### config.mk
export PLATFORM = sky130hd
export DESIGN_NAME = recon_ram_writer
export DESIGN_NICKNAME = d
export VERILOG_FILES = /design/src/rtl/recon_ram_writer_pkg.sv /design/src/rtl/recon_ram_writer_blk_addr_gen.sv /design/src/rtl/recon_ram_writer.sv
export SDC_FILE = /design/constraint.sdc
export NUM_CORES = 1
export LEC_CHECK = 0
export ABC_CLOCK_PERIOD_IN_PS = 26500
export CAP_MARGIN = 20
export CORE_MARGIN = 2
export CORE_UTILIZATION = 55
export CTS_CLUSTER_DIAMETER = 150
export DETAILED_ROUTE_END_ITERATION = 10
export PLACE_DENSITY = 0.84
export RECOVER_POWER = 50
export SKIP_CTS_REPAIR_TIMING = 1
export SYNTH_ARGS = -nofsm -noshare
export SYNTH_HDL_FRONTEND = slang
export SYNTH_HIERARCHICAL = 1
export SYNTH_SLANG_ARGS = --single-unit
### constraint.sdc
create_clock -name clk -period 26.5 [get_ports clk]
set_input_delay 7.95 -clock clk [delete_from_list [all_inputs] [get_ports clk]]
set_output_delay 7.95 -clock clk [all_outputs]
set_load 0.01 [all_outputs]
### src/rtl/recon_ram_writer_pkg.sv
// Shared plane codes, FSM encoding and row helper for the reconstructed-block RAM writer.
package recon_ram_writer_pkg;

  localparam logic [1:0] COMP_Y  = 2'd0;
  localparam logic [1:0] COMP_CB = 2'd1;
  localparam logic [1:0] COMP_CR = 2'd2;

  localparam logic [1:0] LAST_ROW = 2'd3;

  typedef enum logic [1:0] {
    ST_IDLE  = 2'd0,
    ST_WRITE = 2'd1,
    ST_DONE  = 2'd2
  } state_t;

  // Row r of a packed 4x4 block; pixel 0 of the row sits in the low byte.
  function automatic logic [31:0] row_word(input logic [127:0] pix, input logic [1:0] r);
    return pix[{r, 5'b00000} +: 32];
  endfunction

endpackage

### src/rtl/recon_ram_writer_blk_addr_gen.sv
// Combinational word address of row 0 of a 4x4 block and the plane stride.
module blk_addr_gen
  import recon_ram_writer_pkg::*;
#(
  parameter int ADDR_W = 24
) (
  input  logic [1:0]        comp,
  input  logic [3:0]        idx,
  input  logic [6:0]        mb_x,
  input  logic [6:0]        mb_y,
  input  logic [6:0]        pic_width_in_mbs,
  input  logic [ADDR_W-1:0] y_base,
  input  logic [ADDR_W-1:0] cb_base,
  input  logic [ADDR_W-1:0] cr_base,
  output logic [ADDR_W-1:0] row0_addr,
  output logic [ADDR_W-1:0] stride
);

  logic [1:0]        bx;
  logic [1:0]        by;
  logic [ADDR_W-1:0] col_w;
  logic [ADDR_W-1:0] py;
  logic [ADDR_W-1:0] base;

  // col_w is the pixel column divided by 4, i.e. already in words.
  always_comb begin
    bx     = 2'd0;
    by     = 2'd0;
    col_w  = '0;
    py     = '0;
    stride = '0;
    base   = '0;
    if (comp == COMP_Y) begin
      bx     = {idx[2], idx[0]};
      by     = {idx[3], idx[1]};
      col_w  = (ADDR_W'(mb_x) << 2) + ADDR_W'(bx);
      py     = (ADDR_W'(mb_y) << 4) + (ADDR_W'(by) << 2);
      stride = ADDR_W'(pic_width_in_mbs) << 2;
      base   = y_base;
    end else begin
      bx     = {1'b0, idx[0]};
      by     = {1'b0, idx[1]};
      col_w  = (ADDR_W'(mb_x) << 1) + ADDR_W'(bx);
      py     = (ADDR_W'(mb_y) << 3) + (ADDR_W'(by) << 2);
      stride = ADDR_W'(pic_width_in_mbs) << 1;
      base   = (comp == COMP_CB) ? cb_base : cr_base;
    end
    row0_addr = base + py * stride + col_w;
  end

endmodule

### src/rtl/recon_ram_writer.sv
// Writes one reconstructed 4x4 block into the frame RAM as four 32-bit row writes.
module recon_ram_writer
  import recon_ram_writer_pkg::*;
#(
  parameter int ADDR_W = 24
) (
  input  logic              clk,
  input  logic              rst,
  input  logic              ena,
  input  logic              write_to_ram_start,
  input  logic [7:0]        sum_0,
  input  logic [7:0]        sum_1,
  input  logic [7:0]        sum_2,
  input  logic [7:0]        sum_3,
  input  logic [7:0]        sum_4,
  input  logic [7:0]        sum_5,
  input  logic [7:0]        sum_6,
  input  logic [7:0]        sum_7,
  input  logic [7:0]        sum_8,
  input  logic [7:0]        sum_9,
  input  logic [7:0]        sum_10,
  input  logic [7:0]        sum_11,
  input  logic [7:0]        sum_12,
  input  logic [7:0]        sum_13,
  input  logic [7:0]        sum_14,
  input  logic [7:0]        sum_15,
  input  logic [1:0]        comp,
  input  logic [3:0]        blk4x4_idx,
  input  logic [6:0]        mb_x,
  input  logic [6:0]        mb_y,
  input  logic [6:0]        pic_width_in_mbs,
  input  logic [ADDR_W-1:0] y_base,
  input  logic [ADDR_W-1:0] cb_base,
  input  logic [ADDR_W-1:0] cr_base,
  output logic              ram_wr_en,
  output logic [ADDR_W-1:0] ram_wr_addr,
  output logic [31:0]       ram_wr_data,
  input  logic              ram_wr_ack,
  output logic              write_to_ram_valid,
  output logic [1:0]        dbg_state
);

  // Handshake: a row is transferred on each rising edge where ena, ram_wr_en and
  // ram_wr_ack are all high; ram_wr_addr/ram_wr_data stay stable until that edge.

  state_t            state;
  logic [1:0]        row_cnt;
  logic [127:0]      pix_q;
  logic [ADDR_W-1:0] stride_q;
  logic [127:0]      pix_in;
  logic [ADDR_W-1:0] row0_addr;
  logic [ADDR_W-1:0] stride;

  assign pix_in = {sum_15, sum_14, sum_13, sum_12, sum_11, sum_10, sum_9, sum_8,
                   sum_7,  sum_6,  sum_5,  sum_4,  sum_3,  sum_2,  sum_1, sum_0};

  blk_addr_gen #(.ADDR_W(ADDR_W)) u_addr (
    .comp             (comp),
    .idx              (blk4x4_idx),
    .mb_x             (mb_x),
    .mb_y             (mb_y),
    .pic_width_in_mbs (pic_width_in_mbs),
    .y_base           (y_base),
    .cb_base          (cb_base),
    .cr_base          (cr_base),
    .row0_addr        (row0_addr),
    .stride           (stride)
  );

  // Block inputs are sampled only on the accepting start; later rows come from pix_q/stride_q.
  always_ff @(posedge clk or posedge rst) begin
    if (rst) begin
      state              <= ST_IDLE;
      row_cnt            <= 2'd0;
      pix_q              <= '0;
      stride_q           <= '0;
      ram_wr_en          <= 1'b0;
      ram_wr_addr        <= '0;
      ram_wr_data        <= '0;
      write_to_ram_valid <= 1'b0;
    end else if (ena) begin
      case (state)
        ST_IDLE: begin
          write_to_ram_valid <= 1'b0;
          if (write_to_ram_start) begin
            pix_q       <= pix_in;
            stride_q    <= stride;
            row_cnt     <= 2'd0;
            ram_wr_en   <= 1'b1;
            ram_wr_addr <= row0_addr;
            ram_wr_data <= row_word(pix_in, 2'd0);
            state       <= ST_WRITE;
          end
        end
        ST_WRITE: begin
          if (ram_wr_ack) begin
            if (row_cnt == LAST_ROW) begin
              ram_wr_en          <= 1'b0;
              write_to_ram_valid <= 1'b1;
              state              <= ST_DONE;
            end else begin
              row_cnt     <= row_cnt + 2'd1;
              ram_wr_addr <= ram_wr_addr + stride_q;
              ram_wr_data <= row_word(pix_q, row_cnt + 2'd1);
            end
          end
        end
        ST_DONE: begin
          write_to_ram_valid <= 1'b0;
          state              <= ST_IDLE;
        end
        default: begin
          ram_wr_en          <= 1'b0;
          write_to_ram_valid <= 1'b0;
          state              <= ST_IDLE;
        end
      endcase
    end
  end

  assign dbg_state = state;

endmodule

==> flow_metrics.py <==
metrics = {
    "floorplan": {
        "die_w_um": 171,
        "start_util": 0.563,
        "die_y_um": 171,
        "row_count": 60,
        "ios": 292,
        "coreArea_mm2": 0.0271,
        "die_area_mm2": 0.0291,
    },
    "finish": {
        "nets": 2422,
        "syn2layout_area_growth_pct": 24.6,
        "layout-drive-gt1-share": 0.0562,
        "nFillCells": 2130,
        "fin_area_mm2": 0.0190,
    },
    "hold_path": {
        "hold_path_class": "flop to flop",
    },
    "cts": {
        "clockBufferDepth": 3,
        "numCtsBuffers": 23,
        "cts_sinks": 214,
        "insertion_delay_ns": 0.53,
        "h-tree-depth": 1,
        "clkTransAtPathRegs_ns": 0.06,
        "cts_tree": "yes",
        "cts-root-buf": "clkbuf_16",
    },
    "setup_path": {
        "crit_chain": "clkdlybuf4s50_1 -> buf_4 -> or2_2 -> mux2i_1 -> nor2_1 -> fa_1 -> inv_1 -> fa_1 -> inv_1 -> fa_1 -> fa_1 -> inv_1 -> fa_1 -> inv_1 -> ha_1 -> and3_1 -> and2_1 -> a41oi_1 -> mux2_2 -> nor3b_1 -> nor3_1 -> a311o_1 -> nor2_1",
        "critPathSlowestCell": "mux2i_1",
        "path_common_cell": "fa_1",
        "critPathRequiredTime_ns": 26.96,
        "slowest_delay_ns": 0.73,
        "endpoint_kind": "flop",
        "cp.arrival_ns": 15.04,
        "worstSetupPathType": "input port to flop",
        "critPathBufInv": 6,
        "crit_family": "adder cells",
        "crit_fanout": 50,
        "cp-start-kind": "input port",
    },
    "route": {
        "routedWlPerCell_um": 17.2,
        "viasPerCell": 5.51,
        "first_pass_iters": 5,
        "routed_wl_mm": 41.7,
        "drc": 0,
        "num_vias": 13300,
        "drt_iter0_drc": 1011,
        "antenna_left": 0,
    },
    "synth": {
        "ys_ff_latch": 214,
        "synth.top_cells.by_count": "609 x nand2_1, 214 x dfrtp_1, 135 x inv_1, 113 x nor2_1, 93 x ha_1",
        "synth-simple-area-share": 0.226,
        "syn_area_mm2": 0.0153,
        "synth_warnings": 6,
        "netlist.area_leader.share": 0.351,
        "yosysTopAreaCell": "dfrtp_1",
        "avgSynthCellArea_um2": 8.47,
        "synth_compound_area_frac": 0.0996,
        "synth_edf_count": 0,
        "yosys.area_share.adder": 0.160,
        "ys_async_sr_fraction": 1.00,
        "muxShareOfSynthArea": 0.0783,
        "ys.flop_type": "dfrtp_1",
        "syn_inst": 1802,
        "synthTopCellsByArea": "dfrtp_1 35%, nand2_1 15%, fa_1 8.4%",
        "synth-xor-area-share": 0.0171,
        "synth_top_family_by_area": "simple AND/OR/NAND/NOR gates",
        "yosys.cell_count.top_type": "nand2_1",
        "ys_seq_area_frac": 0.351,
        "ys_types": 73,
    },
    "pwr": {
        "swShare": 0.434,
        "clock_power_share": 0.147,
        "leakage_nw": 9.30,
        "netSwitchingPower_w": 0.000944,
        "powerDensity_mw_per_mm2": 114,
        "peakVddDrop_v": 0.0000640,
        "share_comb_of_total_power": 0.578,
        "internal_power_w": 0.00123,
        "seqPwrFrac": 0.276,
    },
    "outcome": {
        "violations": "max-capacitance violations, max-slew violations",
        "status": "finished with violations",
    },
    "sta": {
        "clock_skew_ns": 0.0161,
        "setup_viol": 0,
        "holdWs_ns": 0.468,
        "max_freq_mhz": 68.6,
        "slew_headroom": -3.02,
        "setup_slack_ns": 11.92,
        "slew_viol_final": 342,
        "min_period_ns": 14.58,
        "period_share": 0.550,
        "rsz0062_at_grt": "no",
        "hold_viol": 0,
        "tightest_slew_ns": 6.00,
        "fin_setup_tns_ns": 0,
    },
    "place": {
        "gp_congestion": 0.900,
        "hpwlAfterDp_mm": 30.9,
        "dpl_cell_area_mm2": 0.0183,
        "io_buffers": 291,
        "dpl_worst_slack_ns": 11.35,
    },
    "global_routing": {
        "grtUsageTotal": 0.292,
        "grt_max_degree": 140,
        "antenna_found_initial": 4,
        "grt_pass1_wl_mm": 67.9,
        "grt_overflow": 0,
        "grt_pass1_vias": 13700,
    },
    "job": {
        "drv_cap": 4,
    },
}
-- state kept, by name, summed over array words and instances (netlist names) --
signal	flops
dbg_state	2
write_to_ram_valid	1
pix_q	128
stride_q	24
ram_wr_data	32
row_cnt	2
ram_wr_addr	24
ram_wr_en	1
-- worst min-delay path: cells and delay by family (launching register included) --
kind             cells  cell delay (ns)
DFF                  1             0.33
and+or+nand+nor      2             0.10
-- cell usage in the layout (no fill, tap or decap), types with 6 or more instances in the layout --
cell type        instances
a211oi_1                 7
a31oi_1                 43
nand3_1                 18
or3_1                    6
nor2_1                 113
fa_1                    64
xnor2_1                 17
conb_1                  17
a21oi_1                 64
o211ai_1                 8
nand2_1                608
nor3_1                   9
dfrtp_1                213
clkbuf_1                10
xor2_1                  11
clkbuf_16               23
o21ai_0                 51
nor2b_1                 11
and3_1                  26
mux4_2                  32
mux2i_1                 43
ha_1                    92
nand4_1                  7
clkdlybuf4s50_1        230
o21a_1                   6
dlygate4sd3_1           61
buf_4                    9
inv_1                  134
or2_2                   15
a21o_1                  14
-- cells by family (layout without fill, tap and decap cells) --
group / count (synthesis) / count (layout)
AO/OA/AOI/OAI: 236 / 236
XOR/XNOR: 29 / 29
adder cells (fa/ha/maj): 157 / 157
buffers and inverters: 247 / 476
flip-flops: 214 / 214
multiplexers: 78 / 78
other: 1 / 19
AND/OR/NAND/NOR: 840 / 840
-- stage by stage --
stage | utilization | cells | power [W]
5_1_grt | 0.702 | 2420 | 0.00236
2_1_floorplan | - | 1818 | 0.00148
6_report | 0.702 | 2421 | 0.00217
3_3_place_gp | 0.675 | 2379 | 0.00181
4_1_cts | 0.702 | 2418 | 0.00218
3_5_place_dp | 0.675 | 2379 | 0.00185
-- final timing paths --
check                             startpoint  cells after the start  slack (ns)              end
worst max-delay path                 comp[1]                     23       11.92  ram_wr_addr[21]
worst min-delay path               pix_q[72]                      2        0.47        pix_q[72]
worst min register to register     pix_q[72]                      2        0.47        pix_q[72]
worst max register to register  dbg_state[1]                      6       20.97        pix_q[79]
min in group asynchronous                rst                      2        9.75      stride_q[0]
max in group asynchronous                rst                      3       13.82       row_cnt[0]
-- layer usage --
layer | part of all wire | up-vias | routed length (um) | GRT usage
li1 | - | 6339 | - | -
met1 | 0.41 | 6415 | 16900 | 0.370
met2 | 0.48 | 484 | 20200 | 0.504
met3 | 0.077 | 99 | 3210 | 0.0594
met4 | 0.032 | 2 | 1350 | 0.0929
met5 | 0.00031 | - | 13 | 0
-- power by group through the flow --
stage / Combinational (W) / Sequential (W) / Clock (W)
final: 0.00125 / 0.000599 / 0.000319
after global routing: 0.00141 / 0.000617 / 0.000336
after CTS: 0.00126 / 0.000598 / 0.000322
after detailed placement: 0.00125 / 0.000601 / 0
after global placement: 0.00122 / 0.000595 / 0
after floorplan: 0.000906 / 0.000573 / 0
-- final cells by class --
class | instances | area, um2 | share of cell area
multi-input combinational | 1357 | 8960 | 0.471
clock buffer | 34 | 637 | 0.0335
antenna | 2 | 5.00 | 0.000263
clock inverter | 5 | 90.1 | 0.00473
tap | 372 | 465 | 0.0245
sequential | 214 | 5360 | 0.281
timing repair buffer | 302 | 3010 | 0.158
inverter | 135 | 508 | 0.0267
Power figures use the tool's default switching activity.
